$ cat src/rtl/vend_pkg.sv
// rtl/vend_pkg.sv - shared vending types and timing defaults
//
// Purpose: dispenser state encoding, default change-dispenser timing and
// the change-amount width shared with the vending controller.
// Ports: none (package).
package vend_pkg;

  // Width of a change amount; the vending controller's change output uses it too.
  localparam int AMNT_W      = 3;

  // Default dispenser timing, in clk cycles.
  localparam int PULSE_CYC   = 4;
  localparam int GAP_CYC     = 2;
  localparam int TIMEOUT_CYC = 16;

  typedef enum logic [2:0] {
    ST_IDLE       = 3'd0,
    ST_PULSE      = 3'd1,
    ST_WAIT_SENSE = 3'd2,
    ST_GAP        = 3'd3,
    ST_DONE       = 3'd4,
    ST_FAULT      = 3'd5
  } disp_state_e;

  function automatic int max3(input int a, input int b, input int c);
    int m;
    m = (a > b) ? a : b;
    return (m > c) ? m : c;
  endfunction

endpackage

$ cat src/rtl/change_dispenser_sense_sync.sv
// rtl/change_dispenser_sense_sync.sv - hopper sensor synchronizer and rise detector
//
// Purpose: brings the asynchronous hopper exit sensor into the clk domain
// and produces a registered one-cycle event on each rising edge.
// Ports:
//   clk         in  clock
//   rst_n       in  asynchronous active-low reset
//   sense_async in  raw hopper exit sensor
//   sense_evt   out one-cycle pulse per synchronized rising edge
module sense_sync (
  input  logic clk,
  input  logic rst_n,
  input  logic sense_async,
  output logic sense_evt
);

  logic sync_1;
  logic sync_2;
  logic sync_2_prev;

  // sense_evt is registered, so a sensor rise shows up three edges later.
  always_ff @(posedge clk or negedge rst_n) begin
    if (!rst_n) begin
      sync_1      <= 1'b0;
      sync_2      <= 1'b0;
      sync_2_prev <= 1'b0;
      sense_evt   <= 1'b0;
    end else begin
      sync_1      <= sense_async;
      sync_2      <= sync_1;
      sync_2_prev <= sync_2;
      sense_evt   <= sync_2 & ~sync_2_prev;
    end
  end

endmodule

$ cat src/rtl/change_dispenser.sv
// rtl/change_dispenser.sv - coin-by-coin change payout with jam detection
//
// Purpose: accepts a change amount over valid/ready, pulses the coin hopper
// once per coin, waits for the exit sensor to confirm each coin and reports
// done, or a latched jam fault if the sensor stays silent.
// Ports:
//   clk         in  clock
//   rst_n       in  asynchronous active-low reset
//   req_valid   in  change request present
//   req_amnt    in  coins to dispense
//   req_ready   out request accepted when high (IDLE only)
//   coin_pulse  out hopper eject drive (registered)
//   coin_sense  in  hopper exit sensor (asynchronous)
//   remaining   out coins still owed
//   done        out one-cycle completion pulse
//   fault       out sensor timeout level
//   fault_clr   in  clears the fault (honoured in FAULT only)
module change_dispenser
  import vend_pkg::*;
#(
  parameter int AMNT_W      = vend_pkg::AMNT_W,
  parameter int PULSE_CYC   = vend_pkg::PULSE_CYC,
  parameter int GAP_CYC     = vend_pkg::GAP_CYC,
  parameter int TIMEOUT_CYC = vend_pkg::TIMEOUT_CYC
) (
  input  logic              clk,
  input  logic              rst_n,
  input  logic              req_valid,
  input  logic [AMNT_W-1:0] req_amnt,
  output logic              req_ready,
  output logic              coin_pulse,
  input  logic              coin_sense,
  output logic [AMNT_W-1:0] remaining,
  output logic              done,
  output logic              fault,
  input  logic              fault_clr
);

  localparam int CNT_MAX = max3(PULSE_CYC, GAP_CYC, TIMEOUT_CYC);
  localparam int CNT_W   = (CNT_MAX < 2) ? 1 : $clog2(CNT_MAX);

  disp_state_e      state;
  disp_state_e      next_state;
  logic [CNT_W-1:0] cnt;
  logic             sense_evt;
  logic             ready_en;
  logic             accept;
  logic             timed_state;

  sense_sync u_sense_sync (
    .clk         (clk),
    .rst_n       (rst_n),
    .sense_async (coin_sense),
    .sense_evt   (sense_evt)
  );

  // ready_en keeps req_ready low while reset is held even though the
  // state register already sits in IDLE.
  assign req_ready   = ready_en && (state == ST_IDLE);
  assign accept      = req_valid && req_ready;
  assign done        = (state == ST_DONE);
  assign fault       = (state == ST_FAULT);
  assign timed_state = (state == ST_PULSE) || (state == ST_GAP) ||
                       (state == ST_WAIT_SENSE);

  always_comb begin
    next_state = state;
    case (state)
      ST_IDLE: begin
        if (accept) begin
          next_state = (req_amnt == '0) ? ST_DONE : ST_PULSE;
        end
      end
      ST_PULSE: begin
        if (cnt == CNT_W'(PULSE_CYC - 1)) next_state = ST_WAIT_SENSE;
      end
      ST_WAIT_SENSE: begin
        // A sense event on the last timeout cycle still counts the coin.
        if (sense_evt) begin
          next_state = (remaining == AMNT_W'(1)) ? ST_DONE : ST_GAP;
        end else if (cnt == CNT_W'(TIMEOUT_CYC - 1)) begin
          next_state = ST_FAULT;
        end
      end
      ST_GAP: begin
        if (cnt == CNT_W'(GAP_CYC - 1)) next_state = ST_PULSE;
      end
      ST_DONE:  next_state = ST_IDLE;
      ST_FAULT: begin
        if (fault_clr) next_state = ST_IDLE;
      end
      default:  next_state = ST_IDLE;
    endcase
  end

  always_ff @(posedge clk or negedge rst_n) begin
    if (!rst_n) begin
      state      <= ST_IDLE;
      cnt        <= '0;
      remaining  <= '0;
      coin_pulse <= 1'b0;
      ready_en   <= 1'b0;
    end else begin
      state      <= next_state;
      ready_en   <= 1'b1;
      coin_pulse <= (next_state == ST_PULSE);

      // Shared cycle counter restarts on every state change.
      if (next_state != state) begin
        cnt <= '0;
      end else if (timed_state) begin
        cnt <= cnt + CNT_W'(1);
      end

      if (state == ST_IDLE && accept) begin
        remaining <= req_amnt;
      end else if (state == ST_WAIT_SENSE && sense_evt) begin
        remaining <= remaining - AMNT_W'(1);
      end else if (state == ST_FAULT && fault_clr) begin
        remaining <= '0;
      end
    end
  end

endmodule
$ cat config.mk
export PLATFORM = sky130hd
export DESIGN_NAME = change_dispenser
export DESIGN_NICKNAME = d
export VERILOG_FILES = /design/src/rtl/vend_pkg.sv /design/src/rtl/change_dispenser_sense_sync.sv /design/src/rtl/change_dispenser.sv
export SDC_FILE = /design/constraint.sdc
export NUM_CORES = 1
export LEC_CHECK = 0
export CORE_UTILIZATION = 51
export DETAILED_ROUTE_END_ITERATION = 7
export PLACE_DENSITY = 0.81
export SLEW_MARGIN = 10
export SYNTH_ARGS = -nofsm -noshare
export SYNTH_HDL_FRONTEND = slang
export SYNTH_HIERARCHICAL = 1
export SYNTH_SLANG_ARGS = --single-unit
export TNS_END_PERCENT = 100
$ cat constraint.sdc
create_clock -name clk -period 2.54 [get_ports clk]
set_clock_uncertainty 0.15 [all_clocks]
set_input_delay 0.508 -clock clk [delete_from_list [all_inputs] [get_ports clk]]
set_output_delay 0.508 -clock clk [all_outputs]
set_load 0.02 [all_outputs]
# Yosys cells after proc, flatten, opt, wreduce, memory -nomap -nowiden
# Cells that the tools add are included.
# word_totals
regBits	16
input_bits	8
word_cells	49
# op_classes
n_addsub	2
n_eq_ne	11
mux	14
bitwise	2
n_reduce_logical	11
# op_table
operator	count
two-way mux 3 bit	11
case mux 3 bit (5 select lines)	1
== test 3 x 1 -> 1 bit, second input constant	3
two-way mux 4 bit	2
== test 3 x 2 -> 1 bit, second input constant	2
== test 3 bit, second input constant	2
zero test 3 bit	2
logical AND 1 bit	5
adder 4 x 1 -> 4 bit, second input constant	1
== test 4 x 1 -> 1 bit, second input constant	1
== test 4 x 2 -> 1 bit, second input constant	1
== test 4 bit, second input constant	1
!= test 3 bit	1
nonzero test 3 bit	1
subtractor 3 x 1 -> 3 bit, second input constant	1
logical OR 1 bit	2
nonzero test 2 bit	1
AND 1 bit	1
NOT 1 bit	1

# Longest topological paths before layout
# Gate-level depths: netlist of run 1.
# logic_depth
word_depth	7
depth_mapped	7

# By module
# The synthesis of run 1 kept the hierarchy.
# modules_own_cells
mod	instances	cells_per_inst	area_per_inst_um2	seq_area_each_um2
change_dispenser	1	85	800.8	300.3
sense_sync	1	5	113.9	100.1

# Worst setup path after synthesis of run 1
# OpenSTA, ideal clock, no wires.
# synth_timing
path_type	register to register
startpoint	reg state[2]
endpoint	reg remaining[1]
setup_ns	0.126
arrival_ns	2.104
path_slack_ns	0.160
stages_incl_launch_ff	6
n_path_buf	1
cell_sequence	dfrtp_1 > buf_2 > nor4b_1 > nand2_1 > and3_1 > a221o_1
# synth_between
elab_chain_len	5
word_cells_on_any_way	11
# synth_lines
element	line_no	rtl
from (decl)	change_dispenser.sv:42	disp_state_e state;
from (signal assigned)	change_dispenser.sv:104	state <= next_state;
zero test 3 bit *	change_dispenser.sv:59	assign req_ready = ready_en && (state == ST_IDLE);
logical AND 1 bit *	change_dispenser.sv:59	
named net req_ready	change_dispenser.sv:30	output logic req_ready,
logical AND 1 bit *	change_dispenser.sv:60	assign accept = req_valid && req_ready;
logical AND 1 bit *	change_dispenser.sv:115	if (state == ST_IDLE && accept) begin
nonzero test 3 bit (no line) / two-way mux 3 bit (equally long branches)	--	
to (signal assigned)	change_dispenser.sv:116	remaining <= req_amnt;
to (signal assigned)	change_dispenser.sv:118	remaining <= remaining - AMNT_W'(1);
to (decl)	change_dispenser.sv:33	output logic [AMNT_W-1:0] remaining,
# Mark *: on every way through the listed nets, which the timed path passes. The rest lies on a longest branch.
# A chain may end at the register's enable or synchronous reset.

# Worst setup path after layout of run 1
# layout_timing
startpoint	reg state[2]
endpoint	out req_ready
# layout_between
elab_chain_len	2
# layout_lines
element	line_no
zero test 3 bit	change_dispenser.sv:59
logical AND 1 bit	change_dispenser.sv:59
to (decl)	change_dispenser.sv:30
# Every way passes these cells.

==> summary.md, run 1 <==
| Metric | Value |
|---|---|
| Status | `completed` |
| Main combinational cell family by area after synthesis | `simple AND/OR/NAND/NOR gates` |
| CP startpoint | `state[2]$_DFF_PN0_` |
| WHS Path Cells | `0` |
| Drt via density | `5.65` |
| Asr flop ratio synth | `100%` |
| Dominant cells by area after synthesis | `dfrtp_1 (44%), ha_1 (5.5%), nor2_1 (4.5%)` |
| I/O pin count | `15` |
| Tightest Pin Transition | `0.654 ns` |
| Xor/xnor share of the synthesized area | `2.87%` |
| Top FF cell, synth | `dfrtp_1` |
| Die area | `1970 um2` |
| Crit Path Category | `flop to output pin` |
| Synth Area in Simple Gates | `28.0%` |
| Worst path cell trace | `nor4b_2, clkdlybuf4s50_1` |
| Clock group share of total power | `14.0%` |
| Mux cell area share after synthesis | `0%` |
| CP Buf/Inv Count | `1` |
| Syn Inst Count | `90` |
| Port Buffers | `14` |
| GP Congestion | `0.847` |
| RSZ-0062 raised after global routing | `no` |
| Clock transition at the registers of the reported paths | `0.08 ns` |
| EDFF count, synth | `0` |
| Post-synth cell types | `39` |
| First-pass GRT wire length | `2990 um` |
| Largest fanout on the critical path | `4` |
| Top cell type's share of synthesized area | `43.8%` |
| PD cells | `983 nW/um2` |
| Syn Nets | `102` |
| Sink Count | `16` |
| WP data required | `1.88 ns` |
| Slowest CP cell | `clkdlybuf4s50_1` |
| Detailed Routing Iterations Pass 1 | `4` |
| CP peak stage delay | `0.68 ns` |
| NumNets Final | `122` |
| CP endpoint kind | `output pin` |
| Slew Viols, Final | `0` |
| Crit path DAT | `1.76 ns` |
| Worst skew pair latency | `0.27 ns` |
| Share of cells above drive strength 1 | `13.8%` |
| CTS Buffer Depth | `2` |
| Vias post-DR | `751` |
| Reg power frac | `35.4%` |
| Placed insts | `129` |
| Crit path depth | `2` |
| Pint | `0.686 mW` |
| Met3 WL | `92 um` |
| Die H | `44.4 um` |
| GRT Total Usage | `20.9%` |
| Reg2reg path depth | `6` |
| Top Layer Used | `met4` |
| Final setup margin | `0.124 ns` |
| Met2 Routed Length | `763 um` |
| Complex-gate fraction of the synthesized area | `14.8%` |
| TritonCTS Buffers | `3` |
| Worst setup path endpoint | `req_ready` |
| Fmax achieved | `414 MHz` |
| Die width | `44.4 um` |
| Final Critical Period | `2.42 ns` |
| Seq cells post-synth | `16` |
| Row count | `14` |
| Iter 0 DRT Violations | `16` |
| # Max-Cap Violations | `0` |
| H-tree Lvls | `1` |
| Setup WS pre-CTS | `-0.131 ns` |
| Adder-Cell Fraction of Synth Area | `5.47%` |
| Reg-to-Reg Start | `cnt[0]$_DFFE_PN0P_` |
| Setup repair bufs after CTS | `0` |
| Leakage | `0.499 nW` |
| Initial Utilization | `57.4%` |
| Post-DP HPWL | `1360 um` |
| Routed Antenna Nets | `0` |
| Worst IR Drop VDD | `0.574 mV` |
| Final Instance Count excl. Fillers | `133` |
| Initial antenna violation count | `0` |
| Switching fraction of total power | `38.3%` |
| Largest net degree at the start of global routing | `17` |
| Sequential area share after synthesis | `43.8%` |
| Slew HR | `56.3%` |
| N_diodes | `0` |
| Worst setup SP type | `flop` |
| Met1 wire length | `812 um` |
| Psw | `0.425 mW` |
| Hold Crit Class | `flop to flop` |
| Comb pwr share | `50.6%` |
| Cell area after placement | `1090 um2` |
| Final Setup Violations | `0` |
| Hold Fails Final Rpt | `0` |
| Core Box Area | `1590 um2` |
| Worst R2R End | `cnt[1]$_DFFE_PN0P_` |
| Count leader, synth | `dfrtp_1` |
| Post-layout util | `70.9%` |
| Worst reg2reg setup slack | `0.16 ns` |
| Clock Tree Root | `clkbuf_4` |
| Avg Synthesized Cell Area | `10.2 um2` |
| YS warnings | `6` |
| Post-synth top cells | `dfrtp_1 (16), nor2_1 (11), nand2_1 (7)` |
| Detailed Route WL | `1700 um` |
| CTS tree | `built` |
| Fin crit share | `95.1%` |
| Vias in the first global route | `713` |
| Cell Area, Synth | `915 um2` |
| Area delta synth->final | `23.5%` |
| Largest area contributor in the netlist | `dfrtp_1` |
| Crit path max-delay family | `buffers and inverters` |
| Gr ovfl total | `0` |
| Final routed DRC violation total | `0` |
| Wire per inst | `12.8 um` |
| Final instance area | `1130 um2` |
[state kept, by name, indices dropped and copies added, names as in the netlist]
signal / cells
u_sense_sync/sync_2: 1
remaining: 3
cnt: 4
state: 3
ready_en: 1
u_sense_sync/sync_2_prev: 1
u_sense_sync/sync_1: 1
coin_pulse: 1
u_sense_sync/sense_evt: 1
[repair_timing]
action	CTS	global route
setup endpoints to repair	1	0
hold buffers	0	0
resized for setup	1	0
[how the worst min path moves through the flow]
stage | start | end | slack, ns
2_1_floorplan | rst_n | cnt[0]$_DFFE_PN0P_ | 0.06
3_3_place_gp | u_sense_sync/sync_1$_DFF_PN0_ | u_sense_sync/sync_2$_DFF_PN0_ | 0.20
3_5_place_dp | u_sense_sync/sync_1$_DFF_PN0_ | u_sense_sync/sync_2$_DFF_PN0_ | 0.19
4_1_cts | u_sense_sync/sync_1$_DFF_PN0_ | u_sense_sync/sync_2$_DFF_PN0_ | 0.22
5_1_grt | u_sense_sync/sync_1$_DFF_PN0_ | u_sense_sync/sync_2$_DFF_PN0_ | 0.23
6_report | u_sense_sync/sync_1$_DFF_PN0_ | u_sense_sync/sync_2$_DFF_PN0_ | 0.22
[worst reg2reg max path, delay by kind of cell (launching register included)]
family / cells / cell delay (ns)
flops: 1 / 0.43
compound gates: 3 / 0.80
simple gates: 2 / 0.65
fa+ha+maj: 1 / 0.27
[cells in the final DEF, fill, tap and decap left out, types with 2 or more instances in the layout]
cell type         n
dfrtp_1          16
clkdlybuf4s50_1  14
nor2_1           11
nand2_1           7
nor3b_1           5
inv_1             4
o21ai_0           4
ha_1              4
buf_4             4
clkbuf_4          3
and4b_1           2
and2_1            2
xor2_1            2
nor3_1            2
a21oi_1           2
a221o_1           2
[logic make-up (layout without fill, tap and decap cells)]
group | count (synthesis) | count (layout)
XOR/XNOR | 3 | 3
buffers and inverters | 7 | 26
adder cells (fa/ha/maj) | 4 | 4
flip-flops | 16 | 16
other | 1 | 1
AND/OR/NAND/NOR | 42 | 42
AO/OA/AOI/OAI | 17 | 17
[power groups by stage]
stage	Sequential (mW)	Clock (mW)	Combinational (mW)
finish	0.393	0.156	0.562
global route	0.404	0.176	0.621
CTS	0.392	0.163	0.563
detailed placement	0.395	0	0.558
global placement	0.390	0	0.546
floorplan	0.420	0	0.370
[routing by layer]
metal	GRT usage, %	vias up
li1	-	362
met1	29.7	363
met2	30.0	22
met3	2.45	4
met4	13.9	0
met5	0	-
[metrics by stage]
step / hold slack (ns) / TNS (ns) / total power, mW
final: 0.217 / 0 / 1.11
after global routing: 0.232 / 0 / 1.20
after CTS: 0.220 / 0 / 1.12
after detailed placement: 0.191 / -0.210 / 0.952
after global placement: 0.200 / -0.129 / 0.936
after floorplan: 0.0624 / 0 / 0.790
[cell type report]
class / instances / area, um2
Multi-Input combinational cell: 67 / 478
Timing Repair Buffer: 18 / 170
Clock buffer: 4 / 36.3
Fill cell: 115 / 464
Sequential cell: 16 / 400
Inverter: 4 / 15.0
Tap cell: 24 / 30.0
Power figures use the tool's default switching activity.
==> run 2: changes to the inputs <==
--- a/config.mk
+++ b/config.mk
@@ -8,6 +8,7 @@
 export CORE_UTILIZATION = 51
 export DETAILED_ROUTE_END_ITERATION = 7
 export PLACE_DENSITY = 0.81
+export REMOVE_ABC_BUFFERS = 1
 export SLEW_MARGIN = 10
 export SYNTH_ARGS = -nofsm -noshare
 export SYNTH_HDL_FRONTEND = slang
==> summary.md, run 2 (synthesis results as in run 1) <==
| Metric | Value |
|---|---|
| Status | `completed` |
| Crit path depth | `3` |
| Die area | `1970 um2` |
| Vias in the first global route | `713` |
| Leakage | `0.499 nW` |
| Psw | `0.438 mW` |
| Comb pwr share | `48.7%` |
| Die H | `44.4 um` |
| Wire per inst | `13.9 um` |
| Gr ovfl total | `0` |
| Worst hold slack | `0.216 ns` |
| Largest registers | `cnt: 4 flops, remaining: 3 flops, state: 3 flops` |
| TritonCTS Buffers | `3` |
| Crit path DAT | `1.79 ns` |
| CTS tree | `built` |
| Die width | `44.4 um` |
| CP peak stage delay | `0.59 ns` |
| Iter 0 DRT Violations | `21` |
| Initial antenna violation count | `0` |
| Top Layer Used | `met4` |
| Tightest Pin Transition | `0.699 ns` |
| Worst skew pair latency | `0.28 ns` |
| Layout filler cell count | `121` |
| Max reg flops | `4` |
| Slew HR | `53.3%` |
| Hold Fails Final Rpt | `0` |
| Routed Antenna Nets | `0` |
| N_diodes | `0` |
| Hold Crit Class | `flop to flop` |
| Final Critical Period | `2.45 ns` |
| Vias post-DR | `763` |
| Final setup TNS | `0 ns` |
| Crit path max-delay family | `buffers and inverters` |
| Area delta synth->final | `23.7%` |
| Port Buffers | `14` |
| # Max-Cap Violations | `0` |
| Post-DP HPWL | `1490 um` |
| Detailed Route WL | `1850 um` |
| Fmax achieved | `408 MHz` |
| CP endpoint kind | `output pin` |
| WHS Path Cells | `0` |
| CTS Buffer Depth | `2` |
| Met3 WL | `94 um` |
| Largest Register | `cnt` |
| NumNets Final | `122` |
| Largest fanout on the critical path | `6` |
| Final routed DRC violation total | `0` |
| Multi-input logic area | `478 um2` |
| Final setup margin | `0.0910 ns` |
| CP Buf/Inv Count | `2` |
| Row count | `14` |
| Drt via density | `5.74` |
| Setup repair bufs after CTS | `0` |
| Detailed Routing Iterations Pass 1 | `4` |
| Post-layout util | `71.0%` |
| Reg power frac | `36.9%` |
| Clock transition at the registers of the reported paths | `0.09 ns` |
| Slew Viols, Final | `0` |
| Commonest cells after routing, fill and taps aside | `dfrtp_1 (15), clkdlybuf4s50_1 (14), nor2_1 (11), nand2_1 (7), nor3b_1 (5)` |
| GRT Total Usage | `22.8%` |
| Clock Tree Root | `clkbuf_4` |
| Worst setup SP type | `flop` |
| GP Congestion | `0.873` |
| Setup WS pre-CTS | `-0.110 ns` |
| Clock group share of total power | `14.3%` |
| H-tree Lvls | `1` |
| Commonest non-fill, non-tap cell in the layout | `dfrtp_1` |
| Switching fraction of total power | `39.1%` |
| Final Setup Violations | `0` |
| WP data required | `1.88 ns` |
| First-pass GRT wire length | `3150 um` |
| Sink Count | `16` |
| Largest net degree at the start of global routing | `17` |
| Met1 wire length | `913 um` |
| Crit Path Category | `flop to output pin` |
| Worst path cell trace | `nor4b_2, buf_4, clkdlybuf4s50_1` |
| Met2 Routed Length | `826 um` |
| Initial Utilization | `57.4%` |
| I/O pin count | `15` |
| Fin crit share | `96.4%` |
| Worst IR Drop VDD | `0.590 mV` |
| Reg2reg path depth | `6` |
| Share of cells above drive strength 1 | `14.7%` |
| Core Box Area | `1590 um2` |
| PD cells | `990 nW/um2` |
| Register Area | `402 um2` |
| Slowest CP cell | `clkdlybuf4s50_1` |
| Pint | `0.683 mW` |
run 2: cell types whose count changed in the layout (fill, tap and decap cells not counted):
cell,delta
dfrtp_2,+1
dfrtp_1,-1
run 2: power by group through the flow:
stage | clock network [mW] | logic, mW | registers (mW)
after CTS | 0.168 | 0.544 | 0.408
after detailed placement | 0 | 0.540 | 0.414
after global placement | 0 | 0.524 | 0.409
final | 0.161 | 0.546 | 0.414
after floorplan | 0 | 0.317 | 0.440
after global routing | 0.177 | 0.596 | 0.430
run 2: repair_timing:
item / CTS / global route
setup endpoints to repair: 0 / 1
gates resized for setup: 0 / 2
hold buffers: 0 / 0
run 2: layout make-up:
class                           count  share of cell area (%)
Clock buffer                        4                    3.21
Inverter                            4                    1.33
Multi-Input combinational cell     67                    42.3
Sequential cell                    16                    35.5
Tap cell                           24                    2.65
Timing Repair Buffer               18                    15.0
run 2: path summary, 6_finish.rpt:
check / from / to / slack [ns]
min in group asynchronous: rst_n / state[2]$_DFF_PN0_ / 0.49
max in group asynchronous: rst_n / state[0]$_DFF_PN0_ / 1.27
worst min register to register: u_sense_sync/sync_1$_DFF_PN0_ / u_sense_sync/sync_2$_DFF_PN0_ / 0.22
worst max-delay path: state[2]$_DFF_PN0_ / req_ready / 0.09
worst min-delay path: u_sense_sync/sync_1$_DFF_PN0_ / u_sense_sync/sync_2$_DFF_PN0_ / 0.22
worst max register to register: cnt[0]$_DFFE_PN0P_ / cnt[1]$_DFFE_PN0P_ / 0.16
run 2: stage by stage:
stage / instances / cell area [um2] / power (mW)
after floorplan: 87 / 887 / 0.758
after global placement: 129 / 1090 / 0.933
after detailed placement: 129 / 1090 / 0.955
after CTS: 133 / 1120 / 1.12
after global routing: 133 / 1130 / 1.20
final: 133 / 1130 / 1.12
run 2: routing by layer:
metal	up-vias	GRT usage (%)
li1	361	-
met1	377	33.7
met2	23	34.7
met3	2	3.67
met4	0	7.27
met5	-	0
==> run 3: changes to the inputs <==
--- a/config.mk
+++ b/config.mk
@@ -8,6 +8,7 @@
 export CORE_UTILIZATION = 51
 export DETAILED_ROUTE_END_ITERATION = 7
 export PLACE_DENSITY = 0.81
+export RECOVER_POWER = 50
 export REMOVE_ABC_BUFFERS = 1
 export SLEW_MARGIN = 10
 export SYNTH_ARGS = -nofsm -noshare
==> summary.md, run 3 (synthesis results as in run 1) <==
| Metric | Value |
|---|---|
| Final Setup Violations | `0` |
| N_diodes | `0` |
| Fmax achieved | `408 MHz` |
| Row count | `14` |
| Vias in the first global route | `713` |
| Die area | `1970 um2` |
| TritonCTS Buffers | `3` |
| Count of hold-fix buffers inserted at cts | `0` |
| Slowest CP cell | `clkdlybuf4s50_1` |
| Setup repair bufs after CTS | `0` |
| Worst setup SP type | `flop` |
| PD cells | `994 nW/um2` |
| Final Instance Count excl. Fillers | `133` |
| Max reg flops | `4` |
| Worst path cell trace | `nor4b_2, buf_4, clkdlybuf4s50_1` |
| NumNets Final | `122` |
| Area delta synth->final | `23.1%` |
| Die H | `44.4 um` |
| Initial antenna violation count | `0` |
| Largest fanout on the critical path | `6` |
| Port Buffers | `14` |
| Final Critical Period | `2.45 ns` |
| Drt via density | `5.77` |
| Worst skew pair latency | `0.28 ns` |
| Initial Utilization | `57.4%` |
| Hold Crit Class | `flop to flop` |
| Tightest Pin Transition | `0.689 ns` |
| CP endpoint kind | `output pin` |
| Status | `completed` |
| Vias post-DR | `768` |
| Iter 0 DRT Violations | `21` |
| Clock Tree Root | `clkbuf_4` |
| Die width | `44.4 um` |
| Final routed DRC violation total | `0` |
| Core Box Area | `1590 um2` |
| Commonest non-fill, non-tap cell in the layout | `dfrtp_1` |
| Gr ovfl total | `0` |
| Largest registers | `cnt: 4 flops, remaining: 3 flops, state: 3 flops` |
| Final setup TNS | `0 ns` |
| I/O pin count | `15` |
| Worst hold slack | `0.216 ns` |
| CTS Buffer Depth | `2` |
| CTS tree | `built` |
| GP Congestion | `0.873` |
| Post-DP HPWL | `1490 um` |
| Routed Antenna Nets | `0` |
| Slew Viols, Final | `0` |
| Post-CTS Resized | `0` |
| Share of cells above drive strength 1 | `14.7%` |
| GRT Total Usage | `22.8%` |
| H-tree Lvls | `1` |
| Detailed Routing Iterations Pass 1 | `4` |
| Wire per inst | `14.0 um` |
| Hold Fails Final Rpt | `0` |
| Fin crit share | `96.5%` |
| Crit Path Category | `flop to output pin` |
| Largest Register | `cnt` |
| Clock transition at the registers of the reported paths | `0.09 ns` |
| Placed insts | `129` |
| CP peak stage delay | `0.59 ns` |
| Post-layout util | `70.6%` |
| Leakage | `0.495 nW` |
| # Max-Cap Violations | `0` |
| Worst IR Drop VDD | `0.589 mV` |
| Crit path DAT | `1.79 ns` |
| WP data required | `1.88 ns` |
| Slew HR | `53.9%` |
| Detailed Route WL | `1860 um` |
| Sink Count | `16` |
| Largest net degree at the start of global routing | `17` |
| First-pass GRT wire length | `3150 um` |
| Commonest cells after routing, fill and taps aside | `dfrtp_1 (15), clkdlybuf4s50_1 (12), nor2_1 (11), nand2_1 (7), nor3b_1 (5)` |
-- run 3: cell count changes in the layout (fill, tap and decap cells not counted), sizes merged --
cell,previous run,this run
clkdlybuf4s50,14,12
dlygate4sd3,0,2
-- run 3: path summary, 6_finish.rpt --
| path | cells past startpoint | slack, ns | startpoint | end |
|---|---|---|---|---|
| worst max-delay path | 3 | 0.09 | state[2]$_DFF_PN0_ | req_ready |
| worst min-delay path | 0 | 0.22 | u_sense_sync/sync_1$_DFF_PN0_ | u_sense_sync/sync_2$_DFF_PN0_ |
| worst max register to register | 6 | 0.16 | cnt[0]$_DFFE_PN0P_ | cnt[1]$_DFFE_PN0P_ |
| worst min register to register | 0 | 0.22 | u_sense_sync/sync_1$_DFF_PN0_ | u_sense_sync/sync_2$_DFF_PN0_ |
| max in group asynchronous | 1 | 1.21 | rst_n | state[0]$_DFF_PN0_ |
| min in group asynchronous | 1 | 0.55 | rst_n | state[2]$_DFF_PN0_ |
-- run 3: cell type report --
class | count | area [um2]
timing repair buffer | 18 | 170
inverter | 4 | 15.0
fill | 122 | 468
clock buffer | 4 | 36.3
tap | 24 | 30.0
multi-input combinational | 67 | 473
sequential | 16 | 402
-- run 3: where the power goes --
group	leakage [nW]	switching, mW	total, mW	internal (mW)
combinational	0.275	0.279	0.544	0.266
clock	0.0210	0.0740	0.161	0.0873
sequential	0.199	0.0853	0.414	0.329
-- run 3: worst max-delay path, delay by kind of cell, from the launching register on --
| family | cells | cell delay [ns] |
|---|---|---|
| AND/OR/NAND/NOR | 1 | 0.29 |
| flip-flops | 1 | 0.45 |
| buffers and inverters | 2 | 0.76 |
-- run 3: through the flow --
step | setup WS (ns) | instance area, um2 | total power [mW]
4_1_cts | 0.00123 | 1120 | 1.12
3_3_place_gp | -0.0875 | 1090 | 0.933
2_1_floorplan | 0.208 | 887 | 0.758
3_5_place_dp | -0.110 | 1090 | 0.955
5_1_grt | -0.0107 | 1130 | 1.20
6_report | 0.0900 | 1130 | 1.12
-- run 3: routing by layer --
metal,vias up,GRT usage (%),part of all wire [%]
li1,361,-,-
met1,380,33.7,48
met2,25,34.7,45
met3,2,3.67,5.7
met4,0,7.27,1.1
met5,-,0,0
